<file path="src/rtl/rx_pulse_guard.sv">
// rx_pulse_guard: safety stage after serial_rx; max on-time, min off-time, link watchdog, sticky faults
// Ports:
//   clk         in   40 MHz system clock
//   res_n       in   synchronous active-low reset
//   raw_pls     in   recovered raw pulse from serial_rx
//   frame_stb   in   one-cycle strobe per valid decoded frame
//   sfp_loss    in   1 = no optical signal
//   max_on_sel  in   max-on select (3 bits), sampled at pulse start
//   fault_clr   in   one-cycle strobe clearing fault_code
//   pls         out  guarded gate-drive pulse
//   link_up     out  link-valid indication
//   fault_code  out  sticky faults: bit0 link lost while armed, bit1 on-time truncated
//   fault       out  |fault_code
module rx_pulse_guard #(
    parameter int MAX_ON_BASE = 400,
    parameter int MIN_OFF     = 800,
    parameter int LINK_TO     = 4000,
    parameter int LINK_UP_N   = 4
) (
    input  logic       clk,
    input  logic       res_n,
    input  logic       raw_pls,
    input  logic       frame_stb,
    input  logic       sfp_loss,
    input  logic [2:0] max_on_sel,
    input  logic       fault_clr,
    output logic       pls,
    output logic       link_up,
    output logic [1:0] fault_code,
    output logic       fault
);
    localparam int WD_W  = $clog2(LINK_TO + 1);
    localparam int OFF_W = $clog2(MIN_OFF + 2);
    localparam int UP_W  = $clog2(LINK_UP_N + 1);
    localparam logic [WD_W-1:0]  WD_MAX  = WD_W'(LINK_TO);
    localparam logic [OFF_W-1:0] OFF_MIN = OFF_W'(MIN_OFF);
    localparam logic [UP_W-1:0]  UP_N    = UP_W'(LINK_UP_N);

    typedef enum logic [1:0] {LINK_DOWN, IDLE, ON, OFF_HOLD} state_t;

    state_t            state, state_nxt;
    logic              raw_q, raw_q2;
    logic [WD_W-1:0]   wd;
    logic [UP_W-1:0]   up_cnt;
    logic [OFF_W-1:0]  off_cnt;
    logic [11:0]       on_cnt, max_on, max_on_calc;
    logic              rise, link_lost, pls_d, trunc, lost_set;

    assign rise        = raw_q & ~raw_q2;
    assign link_lost   = (wd == WD_MAX) | sfp_loss;
    assign max_on_calc = 12'(MAX_ON_BASE * (int'(max_on_sel) + 1));
    assign fault       = |fault_code;

    always_ff @(posedge clk) begin
        if (!res_n) state <= LINK_DOWN;
        else        state <= state_nxt;
    end

    // link loss overrides every other transition
    always_comb begin
        state_nxt = state;
        if (link_lost)
            state_nxt = LINK_DOWN;
        else
            case (state)
                LINK_DOWN: state_nxt = link_up ? OFF_HOLD : LINK_DOWN;
                IDLE:      state_nxt = rise ? ON : IDLE;
                ON:        state_nxt = (!raw_q || on_cnt == max_on) ? OFF_HOLD : ON;
                OFF_HOLD:  state_nxt = (off_cnt >= OFF_MIN) ? IDLE : OFF_HOLD;
                default:   state_nxt = LINK_DOWN;
            endcase
    end

    // pls is registered from state, but link loss kills it on the same edge the FSM leaves
    always_comb begin
        pls_d    = (state == ON) && !link_lost;
        trunc    = (state == ON) && raw_q && (on_cnt == max_on) && !link_lost;
        lost_set = (state != LINK_DOWN) && link_lost;
    end

    always_ff @(posedge clk) begin
        if (!res_n) begin
            raw_q      <= 1'b0;
            raw_q2     <= 1'b0;
            pls        <= 1'b0;
            link_up    <= 1'b0;
            fault_code <= 2'b00;
            wd         <= '0;
            up_cnt     <= '0;
            off_cnt    <= '0;
            on_cnt     <= '0;
            max_on     <= '0;
        end else begin
            raw_q      <= raw_pls;
            raw_q2     <= raw_q;
            pls        <= pls_d;
            wd         <= frame_stb ? '0 : (wd == WD_MAX ? wd : wd + 1'b1);
            up_cnt     <= link_lost ? '0 : ((frame_stb && up_cnt != UP_N) ? up_cnt + 1'b1 : up_cnt);
            link_up    <= !link_lost && (link_up || up_cnt == UP_N);
            // on_cnt holds 1 outside ON so it enters ON already counting the first cycle
            on_cnt     <= (state == ON) ? on_cnt + 1'b1 : 12'd1;
            off_cnt    <= (state == OFF_HOLD) ? off_cnt + 1'b1 : '0;
            max_on     <= (state == IDLE && rise) ? max_on_calc : max_on;
            // a coincident set event beats the clear
            fault_code <= (fault_clr ? 2'b00 : fault_code) | {trunc, lost_set};
        end
    end
endmodule

</file>
<file path="config.mk">
export PLATFORM = sky130hd
export DESIGN_NAME = rx_pulse_guard
export DESIGN_NICKNAME = d
export VERILOG_FILES = /design/src/rtl/rx_pulse_guard.sv
export SDC_FILE = /design/constraint.sdc
export NUM_CORES = 1
export LEC_CHECK = 0
export CAP_MARGIN = 20
export CORE_MARGIN = 1
export CORE_UTILIZATION = 40
export CTS_CLUSTER_SIZE = 16
export DETAILED_ROUTE_END_ITERATION = 6
export PLACE_DENSITY = 0.62
export SYNTH_ARGS = -nofsm -noshare
export SYNTH_HDL_FRONTEND = slang
export SYNTH_SLANG_ARGS = --single-unit
export TNS_END_PERCENT = 5
</file>
<file path="constraint.sdc">
create_clock -name clk -period 2.5 [get_ports clk]
set_input_delay 0.625 -clock clk [delete_from_list [all_inputs] [get_ports clk]]
set_output_delay 0.625 -clock clk [all_outputs]
set_load 0.01 [all_outputs]
</file>
==> results.yml <==
sta:
  fmax_mhz: 436
  slew_violations: 0
  setup_ws_ns: 0.207
  timing.hold.ws_ns: 0.478
  period_minus_slack_ns: 2.29
  finalSetupViolCount: 0
  finClkSkew_ns: 0.0138
  fin_crit_sh_pct: 91.7
  hold_violations: 0
  rsz0062_at_grt: "no"
power_and_ir_drop:
  p_seq_share_pct: 60.3
  clkPwrFrac_pct: 33.1
  p_sw_share_pct: 23.0
  ir_worst_vdd_mv: 0.369
  switching_power_w: 0.000326
  p_comb_share_pct: 6.6
  powerDensity_mw_per_mm2: 494
  internal_power_w: 0.00109
  leakagePower_nw: 1.12
setup_path:
  crit_buf_inv: 2
  crit_top_cell: "ha_1"
  crit_required_ns: 2.71
  path_delay_family: "adder cells"
  cp_max_fo: 3
  criticalPathCategory: "in -> reg"
  cpPeakStageDelay_ns: 0.44
  cp-end-kind: "register"
  crit_slowest_cell: "clkdlybuf4s50_1"
  start_kind: "primary input"
  cp.arrival_ns: 2.50
  crit_chain: "clkdlybuf4s50_1 -> ha_1 -> xnor2_1 -> ha_1 -> inv_1 -> ha_1 -> xnor2_1 -> nand3_1 -> o311ai_1"
placement:
  dp_cells: 371
  place.detailed.hpwl_mm: 3.21
  pre_cts_ws_ns: -0.103
  io_buffers: 13
  place_congestion: 0.779
route:
  totalWireLength_mm: 4.44
  ant_nets: 0
  drt-pass1-iter-count: 4
  drtIter0Drc: 41
  drc_errors: 0
  via_count: 1902
  wl_per_cell_um: 11.7
  viasPerCell: 5.02
floorplan:
  die_w_um: 81.9
  core_area_mm2: 0.00603
  start_util_pct: 42.3
  die-area_mm2: 0.00670
  rows: 28
  die_h_um: 81.9
  ioPinCount: 14
status:
  status: "finished clean"
synth:
  synth_edf_count: 0
  syn_avg_cell_area_um2: 8.95
  synth_seq_cells: 53
  synthTopCellsByArea: "dfxtp_1 (42%), xor2_1 (8.2%), ha_1 (6.9%)"
  async_flop_share_pct: 0
  ys_types: 45
  synth_nets: 308
  yosys.area.top_type: "dfxtp_1"
  yosysTopAreaCellShare_pct: 41.6
  syn_inst: 285
  ys_warn_count: 0
  synth_flop_cell: "dfxtp_1"
  ys_seq_area_share_pct: 41.6
  netlist_area_mm2: 0.00255
run:
  maxCapViolations: 0
clock_tree:
  post_cts_buffers: 0
  cts_resized: 0
  clk-insertion-delay-late_ns: 0.31
  cts_tree: "done"
  cts_hold_buf: 0
  cts.path.max_buffers: 2
  cts_max_level: 2
  clkSlewWorstSetupHoldPaths_ns: 0.08
  cts.sinks: 53
  cts_made_buffers: 5
  cts-root-buf: "clkbuf_8"
global_routing:
  grt_overflow_total: 0
  use_met1_pct: 19.4
  grt_pass1_vias: 1699
  antenna_found_initial: 0
  gr-usage-met3_pct: 3.33
  use_met2_pct: 22.5
  grt_pass1_wl_mm: 7.43
  grt_usage_pct: 14.5
  top_usage_layer: "met2"
  grt_max_degree: 16
worst_hold_path:
  hold_path.class: "reg -> reg"
finish:
  drive_gt1_share_pct: 6.58
  final_cells: 379
  layout.nets: 326
  area_growth_pct: 12.5
  antenna_cells: 0
[power groups by stage]
stage                     sequential (W)  clock (W)  combinational [W]
after global placement          0.000874          0          0.0000922
after CTS                       0.000854   0.000486          0.0000950
after floorplan                 0.000872          0          0.0000591
final                           0.000854   0.000469          0.0000942
after detailed placement        0.000874          0          0.0000946
after global routing            0.000855   0.000521           0.000106
[state kept, by name, indices dropped and copies added (netlist names)]
name        cells
on_cnt         12
wd             12
off_cnt        10
max_on          8
up_cnt          3
fault_code      2
state           2
link_up         1
pls             1
raw_q           1
raw_q2          1
[worst paths after layout]
check	startpoint	end	slack, ns	depth (start not counted)
min	max_on[10]$_SDFFE_PN0P_	max_on[10]$_SDFFE_PN0P_	0.48	2
max	max_on_sel[0]	max_on[11]$_SDFFE_PN0P_	0.21	9
max reg2reg	wd[0]$_SDFFE_PP0N_	state[0]$_SDFF_PP0_	0.94	6
min reg2reg	max_on[10]$_SDFFE_PN0P_	max_on[10]$_SDFFE_PN0P_	0.48	2
[cells in the final DEF (no fill, tap or decap), types with 11 or more instances in the layout]
| cell | synthesis | routed |
|---|---|---|
| a21oi_1 | 11 | 11 |
| clkdlybuf4s50_1 | 0 | 13 |
| dfxtp_1 | 53 | 53 |
| ha_1 | 14 | 14 |
| inv_1 | 17 | 17 |
| nand2_1 | 20 | 20 |
| nand3_1 | 12 | 12 |
| nor2_1 | 34 | 34 |
| xnor2_1 | 14 | 14 |
| xor2_1 | 24 | 24 |
[final cells by class]
cell class / instances / area [um2]
fillers: 600 / 3160
well taps: 75 / 93.8
repair buffers: 19 / 175
clock inverters: 2 / 10.0
inverters: 17 / 63.8
clock buffers: 6 / 72.6
multi-input cells: 207 / 1390
flip-flops and latches: 53 / 1060
[cells by family after synthesis]
logic type,after synthesis,share of synthesized area (%)
xor gates and xnor gates,38,13.0
adders and majority gates,14,6.87
muxes,3,1.18
other,1,0.147
and+or+nand+nor,119,25.0
AOI/OAI and AO/OA,32,8.19
DFF,53,41.6
buffers and inverters,25,4.02
[layer usage]
layer / share of wire [%] / vias up
met5: 0 / -
met4: 1.8 / 0
met3: 2.1 / 10
met2: 44 / 19
met1: 52 / 869
li1: - / 1004
[per-stage QoR]
step / area [um2] / TNS [ns] / util, % / total power, W
floorplan: 2550 / 0 / - / 0.000931
global placement: 2790 / -0.0325 / 46.3 / 0.000966
detailed placement: 2790 / -0.162 / 46.3 / 0.000969
CTS: 2870 / 0 / 47.6 / 0.00143
global route: 2870 / 0 / 47.6 / 0.00148
finish: 2870 / 0 / 47.6 / 0.00142
[cell usage after synthesis (all sizes together) (2+ instances only)]
cell type  number
a211oi          2
a21boi          2
a21oi          11
and2            3
and3            5
and4            2
buf             5
clkbuf          3
dfxtp          53
ha             14
inv            17
mux2i           3
nand2          20
nand2b          2
nand3          13
nand3b          3
nand4           8
nor2           34
nor2b           6
nor3            5
nor3b           3
nor4            6
o211a           4
o21ai           6
o311ai          2
or3             4
xnor2          14
xor2           24
[worst reg2reg max path: stages, from the launching register on]
cell and delay (ns):
dfxtp_1 0.40, inv_1 0.06, ha_1 0.18, and4bb_2 0.22, nand4_2 0.18, nand2_1 0.20
a211oi_1 0.24
Power figures use the tool's default switching activity.
